===== src/rtl/scarv_cop_malu_seq_pkg.sv =====
`default_nettype none
// ============================================================================
// Module  : scarv_cop_malu_seq_pkg
// Purpose : Shared constants for the COP multi-precision ALU sequencer.
//           Holds the instruction class that selects the unit, the subclass
//           opcodes, and the FSM state encoding.
// Ports   : none (package)
// Revision: 1.0  initial release
// ============================================================================
package scarv_cop_malu_seq_pkg;

    // id_class value that routes an instruction to this unit
    localparam logic [2:0] c_MP_CLASS = 3'd2;

    // id_subclass opcodes; every other code is illegal
    localparam logic [3:0] c_SUB_MADD = 4'd0;
    localparam logic [3:0] c_SUB_MSUB = 4'd1;
    localparam logic [3:0] c_SUB_MMUL = 4'd2;

    typedef enum logic [2:0] {
        S_IDLE = 3'd0,
        S_CALC = 3'd1,
        S_MUL  = 3'd2,
        S_WLO  = 3'd3,
        S_WHI  = 3'd4
    } malu_state_t;

endpackage
`default_nettype wire


===== src/rtl/scarv_cop_malu_mulstep.sv =====
`default_nettype none
// ============================================================================
// Module  : scarv_cop_malu_mulstep
// Purpose : One shift-add multiply step. Multiplies the 32-bit multiplicand
//           by a MUL_BPC-bit slice of the multiplier, shifts the partial
//           product into place and adds it to the running accumulator.
// Ports   : i_acc    [63:0]        running accumulator
//           i_mcand  [31:0]        multiplicand
//           i_slice  [MUL_BPC-1:0] current multiplier bits (LSB-first)
//           i_shamt  [5:0]         bit position of the slice
//           o_acc    [63:0]        updated accumulator
// Revision: 1.0  initial release
// ============================================================================
module scarv_cop_malu_mulstep #(
    parameter int MUL_BPC = 1
) (
    input  logic [63:0]        i_acc,
    input  logic [31:0]        i_mcand,
    input  logic [MUL_BPC-1:0] i_slice,
    input  logic [5:0]         i_shamt,
    output logic [63:0]        o_acc
);

    logic [63:0] w_pp;

    always_comb begin
        // Partial product is at most 32+MUL_BPC bits; computed in 64 bits so
        // the shift cannot lose anything before the add.
        w_pp  = {32'd0, i_mcand} * {{(64-MUL_BPC){1'b0}}, i_slice};
        o_acc = i_acc + (w_pp << i_shamt);
    end

endmodule
`default_nettype wire


===== src/rtl/scarv_cop_malu_seq.sv =====
`default_nettype none
// ============================================================================
// Module  : scarv_cop_malu_seq
// Purpose : Sequencer for the COP multi-precision arithmetic unit. Accepts one
//           MP-class instruction (MADD/MSUB/MMUL), runs the datapath for the
//           required number of cycles and writes the 64-bit result to the CPR
//           pair as low word then high word.
// Ports   : g_clk, g_reset        clock, synchronous active-high reset
//           malu_ivalid/idone     instruction handshake (idone = 1-cycle pulse)
//           malu_rs1/rs2/rs3      source operands, sampled only in IDLE
//           id_class/id_subclass  instruction class / operation select
//           malu_wen/wsel/wdata   CPR write port (wsel 0 = rd, 1 = rd+1)
//           malu_busy             high whenever the FSM is not in IDLE
// Revision: 1.0  initial release
// ============================================================================
module scarv_cop_malu_seq
    import scarv_cop_malu_seq_pkg::*;
#(
    parameter int         MUL_BPC  = 1,          // 1, 2, 4 or 8
    parameter logic [2:0] MP_CLASS = c_MP_CLASS
) (
    input  logic        g_clk,
    input  logic        g_reset,
    input  logic        malu_ivalid,
    output logic        malu_idone,
    input  logic [31:0] malu_rs1,
    input  logic [31:0] malu_rs2,
    input  logic [31:0] malu_rs3,
    input  logic [2:0]  id_class,
    input  logic [3:0]  id_subclass,
    output logic        malu_wen,
    output logic        malu_wsel,
    output logic [31:0] malu_wdata,
    output logic        malu_busy
);

    localparam logic [5:0] c_STEPS = 6'(32 / MUL_BPC);
    localparam logic [5:0] c_BPC   = 6'(MUL_BPC);

    malu_state_t r_state_q, w_state_d;
    logic [31:0] r_rs1_q,   w_rs1_d;
    logic [31:0] r_mplr_q,  w_mplr_d;   // multiplier, shifted right each MUL step
    logic        r_cin_q,   w_cin_d;    // rs3[0], carry/borrow-in for ADD/SUB
    logic [3:0]  r_sub_q,   w_sub_d;
    logic [63:0] r_acc_q,   w_acc_d;
    logic [5:0]  r_cnt_q,   w_cnt_d;
    logic [5:0]  r_shamt_q, w_shamt_d;
    logic        r_idone_q, w_idone_d;
    logic        r_wen_q,   w_wen_d;
    logic        r_wsel_q,  w_wsel_d;
    logic [31:0] r_wdata_q, w_wdata_d;

    logic        w_accept;
    logic [32:0] w_sum;
    logic [32:0] w_diff;
    logic [63:0] w_mul_acc;

    scarv_cop_malu_mulstep #(
        .MUL_BPC (MUL_BPC)
    ) u_mulstep (
        .i_acc   (r_acc_q),
        .i_mcand (r_rs1_q),
        .i_slice (r_mplr_q[MUL_BPC-1:0]),
        .i_shamt (r_shamt_q),
        .o_acc   (w_mul_acc)
    );

    // The decoder holds ivalid until it sees idone, so ivalid is still high
    // in the idone cycle; blocking acceptance then prevents a re-issue.
    assign w_accept = malu_ivalid && (id_class == MP_CLASS) && !r_idone_q;

    // 33-bit results: bit 32 is the carry (ADD) or borrow (SUB) out.
    assign w_sum  = {1'b0, r_rs1_q} + {1'b0, r_mplr_q} + {32'd0, r_cin_q};
    assign w_diff = {1'b0, r_rs1_q} - {1'b0, r_mplr_q} - {32'd0, r_cin_q};

    always_comb begin
        w_state_d = r_state_q;
        w_rs1_d   = r_rs1_q;
        w_mplr_d  = r_mplr_q;
        w_cin_d   = r_cin_q;
        w_sub_d   = r_sub_q;
        w_acc_d   = r_acc_q;
        w_cnt_d   = r_cnt_q;
        w_shamt_d = r_shamt_q;
        w_idone_d = 1'b0;
        w_wen_d   = 1'b0;
        w_wsel_d  = 1'b0;
        w_wdata_d = 32'd0;

        case (r_state_q)
            S_IDLE: begin
                if (w_accept) begin
                    w_rs1_d  = malu_rs1;
                    w_mplr_d = malu_rs2;
                    w_cin_d  = malu_rs3[0];
                    w_sub_d  = id_subclass;
                    case (id_subclass)
                        c_SUB_MADD, c_SUB_MSUB: w_state_d = S_CALC;
                        c_SUB_MMUL: begin
                            w_state_d = S_MUL;
                            w_cnt_d   = c_STEPS;
                            w_shamt_d = 6'd0;
                            w_acc_d   = {32'd0, malu_rs3};
                        end
                        // Illegal subclass: complete immediately, no write.
                        default: w_idone_d = 1'b1;
                    endcase
                end
            end
            S_CALC: begin
                if (!malu_ivalid) begin
                    w_state_d = S_IDLE;
                end else begin
                    w_acc_d   = {31'd0, (r_sub_q == c_SUB_MSUB) ? w_diff : w_sum};
                    w_state_d = S_WLO;
                end
            end
            S_MUL: begin
                if (!malu_ivalid) begin
                    w_state_d = S_IDLE;
                end else begin
                    w_acc_d   = w_mul_acc;
                    w_mplr_d  = r_mplr_q >> MUL_BPC;
                    w_shamt_d = r_shamt_q + c_BPC;
                    w_cnt_d   = r_cnt_q - 6'd1;
                    if (r_cnt_q == 6'd1) begin
                        w_state_d = S_WLO;
                    end
                end
            end
            S_WLO: begin
                if (!malu_ivalid) begin
                    w_state_d = S_IDLE;
                end else begin
                    w_wen_d   = 1'b1;
                    w_wdata_d = r_acc_q[31:0];
                    w_state_d = S_WHI;
                end
            end
            S_WHI: begin
                // Low word is already committed, so the high word always follows.
                w_wen_d   = 1'b1;
                w_wsel_d  = 1'b1;
                w_wdata_d = r_acc_q[63:32];
                w_idone_d = 1'b1;
                w_state_d = S_IDLE;
            end
            default: w_state_d = S_IDLE;
        endcase
    end

    always_ff @(posedge g_clk) begin
        if (g_reset) begin
            r_state_q <= S_IDLE;
            r_rs1_q   <= 32'd0;
            r_mplr_q  <= 32'd0;
            r_cin_q   <= 1'b0;
            r_sub_q   <= 4'd0;
            r_acc_q   <= 64'd0;
            r_cnt_q   <= 6'd0;
            r_shamt_q <= 6'd0;
            r_idone_q <= 1'b0;
            r_wen_q   <= 1'b0;
            r_wsel_q  <= 1'b0;
            r_wdata_q <= 32'd0;
        end else begin
            r_state_q <= w_state_d;
            r_rs1_q   <= w_rs1_d;
            r_mplr_q  <= w_mplr_d;
            r_cin_q   <= w_cin_d;
            r_sub_q   <= w_sub_d;
            r_acc_q   <= w_acc_d;
            r_cnt_q   <= w_cnt_d;
            r_shamt_q <= w_shamt_d;
            r_idone_q <= w_idone_d;
            r_wen_q   <= w_wen_d;
            r_wsel_q  <= w_wsel_d;
            r_wdata_q <= w_wdata_d;
        end
    end

    assign malu_idone = r_idone_q;
    assign malu_wen   = r_wen_q;
    assign malu_wsel  = r_wsel_q;
    assign malu_wdata = r_wdata_q;
    assign malu_busy  = (r_state_q != S_IDLE);

endmodule
`default_nettype wire

===== config.mk =====
export PLATFORM = sky130hd
export DESIGN_NAME = scarv_cop_malu_seq
export DESIGN_NICKNAME = d
export VERILOG_FILES = /design/src/rtl/scarv_cop_malu_seq_pkg.sv /design/src/rtl/scarv_cop_malu_mulstep.sv /design/src/rtl/scarv_cop_malu_seq.sv
export SDC_FILE = /design/constraint.sdc
export NUM_CORES = 1
export LEC_CHECK = 0
export BUFFER_PORTS_ARGS = -buffer_cell sky130_fd_sc_hd__buf_4
export CORE_UTILIZATION = 60
export CTS_CLUSTER_DIAMETER = 50
export DETAILED_ROUTE_END_ITERATION = 8
export PLACE_DENSITY_LB_ADDON = 0.3
export SYNTH_ARGS = -nofsm -noshare
export SYNTH_HDL_FRONTEND = slang
export SYNTH_SLANG_ARGS = --single-unit

===== constraint.sdc =====
create_clock -name g_clk -period 9.99 [get_ports g_clk]
set_input_delay 1.998 -clock g_clk [delete_from_list [all_inputs] [get_ports g_clk]]
set_output_delay 1.998 -clock g_clk [all_outputs]
set_load 0.05 [all_outputs]

==> impl_metrics.prom, run 1 <==
# TYPE chip_impl_metric gauge
chip_impl_info{name="outcome",value="finished clean"} 1
chip_impl_metric{name="synth_cells",unit=""} 2392
chip_impl_metric{name="timing.reg2reg.setup_slack",unit="ns"} 4.06
chip_impl_metric{name="setup_slack",unit="ns"} 4.060
chip_impl_metric{name="vias",unit=""} 18590
chip_impl_metric{name="detailed_place_hpwl",unit="um"} 49160
chip_impl_info{name="rr_endpoint",value="r_acc_q[58]$_SDFFE_PP0P_"} 1
chip_impl_metric{name="globalRoute.totalOverflow",unit=""} 0
chip_impl_info{name="worstSetupEndpointType",value="flip-flop"} 1
chip_impl_info{name="hold-path-endpoint",value="r_sub_q[2]$_SDFFE_PP0P_"} 1
chip_impl_metric{name="floorplan.rows",unit=""} 61
chip_impl_metric{name="mappedNetlistNets",unit=""} 2663
chip_impl_metric{name="drt-vias-per-instance",unit=""} 6.586
chip_impl_metric{name="combPwrFrac",unit=""} 0.184
chip_impl_info{name="mostFrequentLayoutCell",value="sky130_fd_sc_hd__nand2_1"} 1
chip_impl_metric{name="grt_pass1_vias",unit=""} 16790
chip_impl_metric{name="remaining_drc_errors",unit=""} 0
chip_impl_metric{name="avgRoutedWirePerCell",unit="um"} 22.33
chip_impl_metric{name="source_to_sink_clock_delay_at_the_later_pin_of_the_worst_skew_pair",unit="ns"} 0.47
chip_impl_metric{name="ctsResizeCount",unit=""} 0
chip_impl_metric{name="final-max-slew-violation-count",unit=""} 0
chip_impl_metric{name="drt_iter0_markers",unit=""} 2290
chip_impl_metric{name="antenna_found_initial",unit=""} 0
chip_impl_metric{name="dieWidth",unit="um"} 172.2
chip_impl_metric{name="report.final.hold_viol_count",unit=""} 0
chip_impl_metric{name="number_of_max_cap_violations",unit=""} 0
chip_impl_info{name="hp-start",value="r_sub_q[2]$_SDFFE_PP0P_"} 1
chip_impl_metric{name="design.die.area",unit="um^2"} 29650
chip_impl_info{name="setup.worst_path.start_class",value="flip-flop"} 1
chip_impl_metric{name="worst_slew_pin_slew",unit="ns"} 1.115
chip_impl_info{name="tritoncts",value="yes"} 1
chip_impl_metric{name="fmaxAchievable",unit="MHz"} 168.6
chip_impl_metric{name="initial_utilization",unit=""} 0.6171
chip_impl_info{name="cts_root_buffer",value="sky130_fd_sc_hd__clkbuf_16"} 1
chip_impl_info{name="postSynth.topFlopCell",value="sky130_fd_sc_hd__dfxtp_1"} 1
chip_impl_metric{name="synth_edf_count",unit=""} 0
chip_impl_info{name="timing.setup.critical_path_class",value="flip-flop to flip-flop"} 1
chip_impl_info{name="startpoint",value="r_shamt_q[0]$_SDFFE_PP0P_"} 1
chip_impl_metric{name="syn2layout_area_growth",unit="%"} 10.16
chip_impl_metric{name="drtAntennaViolNets",unit=""} 0
chip_impl_metric{name="synthArstFlopShare",unit=""} 0
chip_impl_metric{name="switching_share",unit=""} 0.3103
chip_impl_metric{name="post_cts_setup_buffer_count",unit=""} 0
chip_impl_metric{name="synth_warnings",unit=""} 0
chip_impl_metric{name="clkTransAtPathRegs",unit="ns"} 0.08
chip_impl_metric{name="clock_tree.buffer_depth",unit=""} 2
chip_impl_metric{name="io_pins",unit=""} 142
chip_impl_info{name="hp-class",value="flip-flop to flip-flop"} 1
chip_impl_metric{name="place_congestion",unit=""} 1.051
chip_impl_metric{name="cts_hold_repair.buffers",unit=""} 0
chip_impl_metric{name="hold_depth",unit=""} 2
chip_impl_metric{name="drtPass1Iterations",unit=""} 8
chip_impl_metric{name="total_switching_power",unit="mW"} 0.5467
chip_impl_metric{name="pre_cts_slack",unit="ns"} 4.214
chip_impl_metric{name="floorplan.core_area",unit="um^2"} 28160
chip_impl_metric{name="grtUsageTotal",unit=""} 0.4235
chip_impl_metric{name="maximum_number_of_pins_on_one_net_before_global_route_repair",unit=""} 83
chip_impl_info{name="most-common-layout-cells",value="310 x sky130_fd_sc_hd__nand2_1, 280 x sky130_fd_sc_hd__nor2_1, 203 x sky130_fd_sc_hd__a21oi_1, 182 x sky130_fd_sc_hd__dfxtp_1, 162 x sky130_fd_sc_hd__buf_4"} 1
chip_impl_metric{name="final_net_count",unit=""} 2703
chip_impl_metric{name="ys_seq_area_frac",unit=""} 0.2108
chip_impl_metric{name="final.setup.tns",unit="ns"} 0
chip_impl_metric{name="port_buffers",unit=""} 141
chip_impl_info{name="timing.rr.start",value="r_shamt_q[0]$_SDFFE_PP0P_"} 1
chip_impl_metric{name="clock_power_share",unit=""} 0.389
chip_impl_info{name="grt_setup_unrepaired",value="false"} 1
chip_impl_metric{name="critical_path_peak_fanout",unit=""} 46
chip_impl_metric{name="power_frac_seq",unit=""} 0.427
chip_impl_metric{name="first_pass_grt_wire_length",unit="um"} 94790
chip_impl_metric{name="die_height",unit="um"} 172.2
chip_impl_metric{name="drive_above_1_share",unit=""} 0.1059
chip_impl_metric{name="setup_violations",unit=""} 0
chip_impl_metric{name="setup_skew_after_layout",unit="ns"} 0.01265
chip_impl_metric{name="h-tree-depth",unit=""} 4
chip_impl_metric{name="insertedDiodeCount",unit=""} 0
chip_impl_metric{name="r2r.worst_path.cells",unit=""} 16
chip_impl_metric{name="p_leak",unit="nW"} 7.769
chip_impl_metric{name="cellInternalPower",unit="mW"} 1.215
chip_impl_metric{name="numCtsBuffers",unit=""} 17
chip_impl_metric{name="final_util",unit=""} 0.6798
chip_impl_metric{name="synth_area_per_cell",unit="um^2"} 7.266
chip_impl_metric{name="power-per-cell-area",unit="nW/um^2"} 92.04
chip_impl_metric{name="relSlewSlack",unit=""} 0.2568
chip_impl_metric{name="route.final.wire_length",unit="um"} 63040
chip_impl_metric{name="finalCriticalPeriod",unit="ns"} 5.930
chip_impl_metric{name="synth.distinct_cells",unit=""} 88
chip_impl_metric{name="clock_sinks",unit=""} 183
chip_impl_metric{name="crit_arrival",unit="ns"} 6.32
chip_impl_metric{name="final.period_utilization",unit=""} 0.5936
chip_impl_metric{name="syn_area",unit="um^2"} 17380
chip_impl_metric{name="peakVddDrop",unit="V"} 0.0001258
chip_impl_metric{name="worstPathRequired",unit="ns"} 10.38
chip_impl_metric{name="postSynthRegisterBits",unit=""} 183
## cells by family (layout without fill, tap and decap cells)
family / after synthesis / count (layout) / share of synthesized area
simple gates: 848 / 848 / 0.2161
compound gates: 745 / 745 / 0.2811
buf+inv: 276 / 329 / 0.05997
flops: 183 / 183 / 0.2108
fa+ha+maj: 165 / 165 / 0.1210
xor+xnor: 119 / 119 / 0.05997
mux: 56 / 56 / 0.05119
## critical path: stages, from the launching register on
cell	delay, ns
sky130_fd_sc_hd__dfxtp_2	1.07
sky130_fd_sc_hd__mux4_2	0.64
sky130_fd_sc_hd__nand3_1	0.12
sky130_fd_sc_hd__o21ai_0	0.20
sky130_fd_sc_hd__a2bb2oi_1	0.50
sky130_fd_sc_hd__o21ai_0	0.22
sky130_fd_sc_hd__and2_1	0.25
sky130_fd_sc_hd__ha_1	0.34
sky130_fd_sc_hd__nand2_1	0.16
sky130_fd_sc_hd__nor2_1	0.24
sky130_fd_sc_hd__nand3_1	0.11
sky130_fd_sc_hd__o31ai_1	0.74
sky130_fd_sc_hd__o21ai_1	0.31
sky130_fd_sc_hd__o21ai_1	0.42
sky130_fd_sc_hd__a21boi_0	0.19
sky130_fd_sc_hd__xor2_1	0.17
sky130_fd_sc_hd__o21ai_0	0.16
## synth_stat cells (26+ instances only)
library cell | instances | share of area
sky130_fd_sc_hd__a22oi_1 | 36 | 0.016
sky130_fd_sc_hd__ha_1 | 160 | 0.12
sky130_fd_sc_hd__a21oi_1 | 204 | 0.059
sky130_fd_sc_hd__a21o_1 | 49 | 0.021
sky130_fd_sc_hd__nor2_1 | 281 | 0.061
sky130_fd_sc_hd__nand3_1 | 55 | 0.016
sky130_fd_sc_hd__nand4_1 | 31 | 0.011
sky130_fd_sc_hd__a221oi_1 | 27 | 0.014
sky130_fd_sc_hd__mux4_2 | 26 | 0.034
sky130_fd_sc_hd__mux2i_1 | 27 | 0.016
sky130_fd_sc_hd__o21ai_0 | 157 | 0.045
sky130_fd_sc_hd__nor3_1 | 49 | 0.014
sky130_fd_sc_hd__inv_1 | 130 | 0.028
sky130_fd_sc_hd__xnor2_1 | 83 | 0.042
sky130_fd_sc_hd__a311oi_1 | 34 | 0.017
sky130_fd_sc_hd__a211oi_1 | 30 | 0.013
sky130_fd_sc_hd__dfxtp_1 | 183 | 0.21
sky130_fd_sc_hd__nand2_1 | 311 | 0.067
sky130_fd_sc_hd__xor2_1 | 36 | 0.018
sky130_fd_sc_hd__clkbuf_1 | 121 | 0.026
## worst max path at each step
stage                                    end  depth (start not counted)
global route        r_acc_q[56]$_SDFFE_PP0P_                         18
CTS                 r_acc_q[60]$_SDFFE_PP0P_                         16
floorplan           r_acc_q[54]$_SDFFE_PP0P_                         22
detailed placement  r_acc_q[60]$_SDFFE_PP0P_                         18
global placement    r_acc_q[49]$_SDFFE_PP0P_                         18
finish              r_acc_q[58]$_SDFFE_PP0P_                         16
## state kept, by name, summed over array words and instances (netlist names)
name,count
r_acc_q,64
malu_wdata,32
r_mplr_q,32
r_rs1_q,32
r_cnt_q,6
r_shamt_q,6
r_sub_q,4
r_state_q,3
malu_idone,1
malu_wen,1
malu_wsel,1
r_cin_q,1
## power groups by stage
stage / Sequential, mW / Combinational (mW) / Clock, mW
final: 0.752 / 0.325 / 0.685
after global routing: 0.753 / 0.352 / 0.710
after CTS: 0.751 / 0.316 / 0.683
after detailed placement: 0.769 / 0.314 / 0
after global placement: 0.768 / 0.307 / 0
after floorplan: 0.762 / 0.225 / 0
## metrics by stage
stage | hold WS (ns) | total power [mW] | area, um^2 | cells
3_5_place_dp | 0.4752 | 1.083 | 18570 | 2791
3_3_place_gp | 0.4614 | 1.075 | 18570 | 2791
2_1_floorplan | 0.4396 | 0.9872 | 17380 | 2392
6_report | 0.4866 | 1.762 | 19140 | 2823
4_1_cts | 0.4853 | 1.751 | 19140 | 2823
5_1_grt | 0.5107 | 1.815 | 19140 | 2823
## area by class of cell
class | count | area (um^2)
inverters | 135 | 506.7
clock inverters | 13 | 127.6
repair buffers | 162 | 1216
clock buffers | 19 | 442.9
fillers | 2425 | 9019
flip-flops and latches | 183 | 3665
well taps | 378 | 473.0
multi-input cells | 1933 | 12710
## per-layer routing
layer  wire length, um  up-vias  track usage  share of wire
met2             26900     1086       0.6488           0.43
met5                 0        -            0              0
met4              4830        0       0.2893          0.077
li1                  -     8692            -              -
met3              6024      228      0.07233          0.096
met1             25280     8585       0.5430           0.40
No activity file was read; power rests on OpenSTA's default activity.
==> run 2: changes to the inputs <==
--- a/config.mk
+++ b/config.mk
@@ -6,7 +6,7 @@
 export NUM_CORES = 1
 export LEC_CHECK = 0
 export BUFFER_PORTS_ARGS = -buffer_cell sky130_fd_sc_hd__buf_4
-export CORE_UTILIZATION = 60
+export CORE_UTILIZATION = 56
 export CTS_CLUSTER_DIAMETER = 50
 export DETAILED_ROUTE_END_ITERATION = 8
 export PLACE_DENSITY_LB_ADDON = 0.3
==> constraint.sdc (replaced) <==
create_clock -name g_clk -period 5.05 [get_ports g_clk]
set_input_delay 1.01 -clock g_clk [delete_from_list [all_inputs] [get_ports g_clk]]
set_output_delay 1.01 -clock g_clk [all_outputs]
set_load 0.05 [all_outputs]
==> run 2 against run 1 <==
  * Worst setup slack lost 3.9 ns
  * Final cell count up 5.2%
  * Combinational power up 96%
  * Clock skew is 0.0022 ns higher
  * Global-route usage down 1.5 points
  * Fmax increased by 21%
  * Highest routed layer is now met5
  * Power up 110%
  * Critical path depth is 8 higher
  * Via count grew 1.8%
  * First-iteration DRC count fell by 3.1%
  * Critical endpoint is now r_acc_q[54]$_SDFFE_PP0P_
  * Sequential share of layout area fell by 1.1 points
  * Wire length grew 3.4%
==> impl_metrics.prom, run 2 (synthesized netlist as in run 1, its figures left out) <==
# TYPE chip_impl_metric gauge
chip_impl_info{name="outcome",value="finished clean"} 1
chip_impl_metric{name="drtPass1Iterations",unit=""} 9
chip_impl_info{name="hp-class",value="flip-flop to flip-flop"} 1
chip_impl_metric{name="drtAntennaViolNets",unit=""} 0
chip_impl_metric{name="detailed_place_hpwl",unit="um"} 51970
chip_impl_metric{name="fillers",unit=""} 2693
chip_impl_metric{name="grtUsageTotal",unit=""} 0.4080
chip_impl_metric{name="fmaxAchievable",unit="MHz"} 204.2
chip_impl_metric{name="setup_slack",unit="ns"} 0.1536
chip_impl_metric{name="grt_pass1_vias",unit=""} 17380
chip_impl_info{name="crit_slowest_cell",value="sky130_fd_sc_hd__mux4_2"} 1
chip_impl_metric{name="final-max-slew-violation-count",unit=""} 0
chip_impl_metric{name="report.final.hold_viol_count",unit=""} 0
chip_impl_metric{name="port_buffers",unit=""} 141
chip_impl_metric{name="place_congestion",unit=""} 1.041
chip_impl_metric{name="h-tree-depth",unit=""} 4
chip_impl_metric{name="syn2layout_area_growth",unit="%"} 16.80
chip_impl_metric{name="seq_area",unit="um^2"} 3667
chip_impl_metric{name="source_to_sink_clock_delay_at_the_later_pin_of_the_worst_skew_pair",unit="ns"} 0.48
chip_impl_metric{name="die_height",unit="um"} 178.2
chip_impl_metric{name="io_pins",unit=""} 142
chip_impl_metric{name="grtUsageMet3",unit=""} 0.07055
chip_impl_metric{name="setup_violations",unit=""} 0
chip_impl_metric{name="finalCriticalPeriod",unit="ns"} 4.896
chip_impl_metric{name="relSlewSlack",unit=""} 0.2436
chip_impl_metric{name="drt-vias-per-instance",unit=""} 6.372
chip_impl_info{name="setup.worst_path.start_class",value="flip-flop"} 1
chip_impl_metric{name="clock_tree.buffer_depth",unit=""} 2
chip_impl_info{name="top_reg_by_flops",value="r_acc_q"} 1
chip_impl_info{name="most-common-layout-cells",value="310 x sky130_fd_sc_hd__nand2_1, 287 x sky130_fd_sc_hd__buf_4, 279 x sky130_fd_sc_hd__nor2_1, 203 x sky130_fd_sc_hd__a21oi_1, 182 x sky130_fd_sc_hd__dfxtp_1"} 1
chip_impl_metric{name="dieWidth",unit="um"} 178.2
chip_impl_metric{name="drt_iter0_markers",unit=""} 2219
chip_impl_metric{name="p_leak",unit="nW"} 8.474
chip_impl_metric{name="final.setup.tns",unit="ns"} 0
chip_impl_metric{name="floorplan.core_area",unit="um^2"} 30590
chip_impl_info{name="grt_setup_unrepaired",value="false"} 1
chip_impl_info{name="grt_busiest_layer",value="met2"} 1
chip_impl_metric{name="final.period_utilization",unit=""} 0.9696
chip_impl_metric{name="cts_hold_repair.buffers",unit=""} 0
chip_impl_info{name="critical_path.cell_chain",value="buf_8 > mux4_2 > nand2_1 > nor2_1 > a21oi_1 > nand2_1 > o21ai_1 > buf_4 > mux2i_1 > and2_1 > ha_1 > buf_4 > nand2_1 > nor2_1 > nand2_1 > buf_4 > nor2_1 > o21ai_0 > a211o_1 > a21oi_1 > buf_4 > a31oi_1 > xnor2_1 > a22o_1"} 1
chip_impl_metric{name="numCtsBuffers",unit=""} 17
chip_impl_metric{name="power-per-cell-area",unit="nW/um^2"} 178.0
chip_impl_metric{name="clock_sinks",unit=""} 183
chip_impl_metric{name="crit_arrival",unit="ns"} 5.26
chip_impl_metric{name="grtUsageMet2",unit=""} 0.6338
chip_impl_metric{name="avgRoutedWirePerCell",unit="um"} 21.94
chip_impl_metric{name="setup_skew_after_layout",unit="ns"} 0.01488
chip_impl_metric{name="grt.met1_usage",unit=""} 0.5231
chip_impl_metric{name="worstPathRequired",unit="ns"} 5.42
chip_impl_metric{name="design.die.area",unit="um^2"} 31740
chip_impl_info{name="worstSetupEndpointType",value="flip-flop"} 1
chip_impl_metric{name="drive_above_1_share",unit=""} 0.1542
chip_impl_metric{name="pre_cts_slack",unit="ns"} -0.08055
chip_impl_info{name="cts_root_buffer",value="sky130_fd_sc_hd__clkbuf_16"} 1
chip_impl_metric{name="final_net_count",unit=""} 2833
chip_impl_metric{name="clkTransAtPathRegs",unit="ns"} 0.08
chip_impl_metric{name="route.final.wire_length",unit="um"} 65180
chip_impl_info{name="mostFrequentLayoutCell",value="sky130_fd_sc_hd__nand2_1"} 1
chip_impl_metric{name="number_of_max_cap_violations",unit=""} 0
chip_impl_metric{name="antenna_found_initial",unit=""} 0
chip_impl_metric{name="vias",unit=""} 18930
chip_impl_metric{name="critical_path_peak_fanout",unit=""} 11
chip_impl_metric{name="floorplan.rows",unit=""} 64
chip_impl_metric{name="worst_slew_pin_slew",unit="ns"} 1.135
chip_impl_metric{name="timing.critical_path.slowest_cell_delay",unit="ns"} 0.52
chip_impl_metric{name="initial_utilization",unit=""} 0.5681
chip_impl_metric{name="remaining_drc_errors",unit=""} 0
chip_impl_metric{name="insertedDiodeCount",unit=""} 0
chip_impl_info{name="timing.setup.critical_path_class",value="flip-flop to flip-flop"} 1
chip_impl_metric{name="total_area_of_multi_input_combinational_cells",unit="um^2"} 12750
chip_impl_metric{name="peakVddDrop",unit="V"} 0.0002568
chip_impl_info{name="tritoncts",value="yes"} 1
chip_impl_metric{name="largest_reg_flops",unit=""} 64
chip_impl_metric{name="globalRoute.totalOverflow",unit=""} 0
chip_impl_metric{name="maximum_number_of_pins_on_one_net_before_global_route_repair",unit=""} 71
chip_impl_metric{name="first_pass_grt_wire_length",unit="um"} 98040
run 2: changes by cell type in the layout (fill, tap and decap cells not counted), moves of 2 or more:
cell	previous run	this run
sky130_fd_sc_hd__buf_4	162	287
sky130_fd_sc_hd__o21ai_1	11	15
sky130_fd_sc_hd__o21ai_0	157	151
sky130_fd_sc_hd__bufinv_16	0	3
sky130_fd_sc_hd__buf_12	0	3
sky130_fd_sc_hd__buf_8	0	2
sky130_fd_sc_hd__o21ai_2	0	2
run 2: worst max-delay path: cells and delay by family (launching register included):
kind,cells,cell delay [ns]
xor gates and xnor gates,1,0.14
and+or+nand+nor,8,0.98
muxes,2,0.62
DFF,1,0.44
AOI/OAI and AO/OA,7,1.44
adders and majority gates,1,0.35
buffers and inverters,5,0.80
run 2: final timing paths:
kind | startpoint | end | cells after the start | slack, ns
setup / recovery | r_shamt_q[0]$_SDFFE_PP0P_ | r_acc_q[54]$_SDFFE_PP0P_ | 24 | 0.15
hold / removal | r_sub_q[0]$_SDFFE_PP0P_ | r_sub_q[0]$_SDFFE_PP0P_ | 2 | 0.48
setup reg to reg | r_shamt_q[0]$_SDFFE_PP0P_ | r_acc_q[54]$_SDFFE_PP0P_ | 24 | 0.15
hold reg to reg | r_sub_q[0]$_SDFFE_PP0P_ | r_sub_q[0]$_SDFFE_PP0P_ | 2 | 0.48
run 2: area by class of cell:
type / count / share of cell area
multi-input combinational: 1933 / 0.6281
sequential: 183 / 0.1807
timing repair buffer: 292 / 0.1106
inverter: 135 / 0.02496
tap: 396 / 0.02441
clock buffer: 17 / 0.02096
clock inverter: 15 / 0.01036
run 2: power breakdown:
| group | internal [mW] | leakage [nW] | switching (mW) | total, mW |
|---|---|---|---|---|
| clock network | 0.802 | 0.305 | 0.688 | 1.49 |
| logic | 0.283 | 6.69 | 0.354 | 0.638 |
| registers | 1.46 | 1.48 | 0.0277 | 1.49 |
run 2: through the flow:
stage               cell area [um^2]    util  total power [mW]  instances  hold WS, ns
floorplan                      17380       -             1.953       2392       0.4396
global placement               19520  0.6382             2.132       2929       0.4596
detailed placement             19520  0.6382             2.142       2929       0.4726
CTS                            20160  0.6591             3.610       2961       0.4822
global route                   20300  0.6636             3.731       2971       0.5127
finish                         20300  0.6636             3.613       2971       0.4778
run 2: timing repair:
action	4_1_cts	5_1_grt
setup buffers	0	10
setup endpoints to repair	10	21
pin swaps	0	1
resized for setup	1	17
run 2: per-layer routing:
metal	vias to the layer above	wire [um]
li1	8965	-
met1	8818	27110
met2	961	28650
met3	185	5259
met4	2	4119
met5	-	44
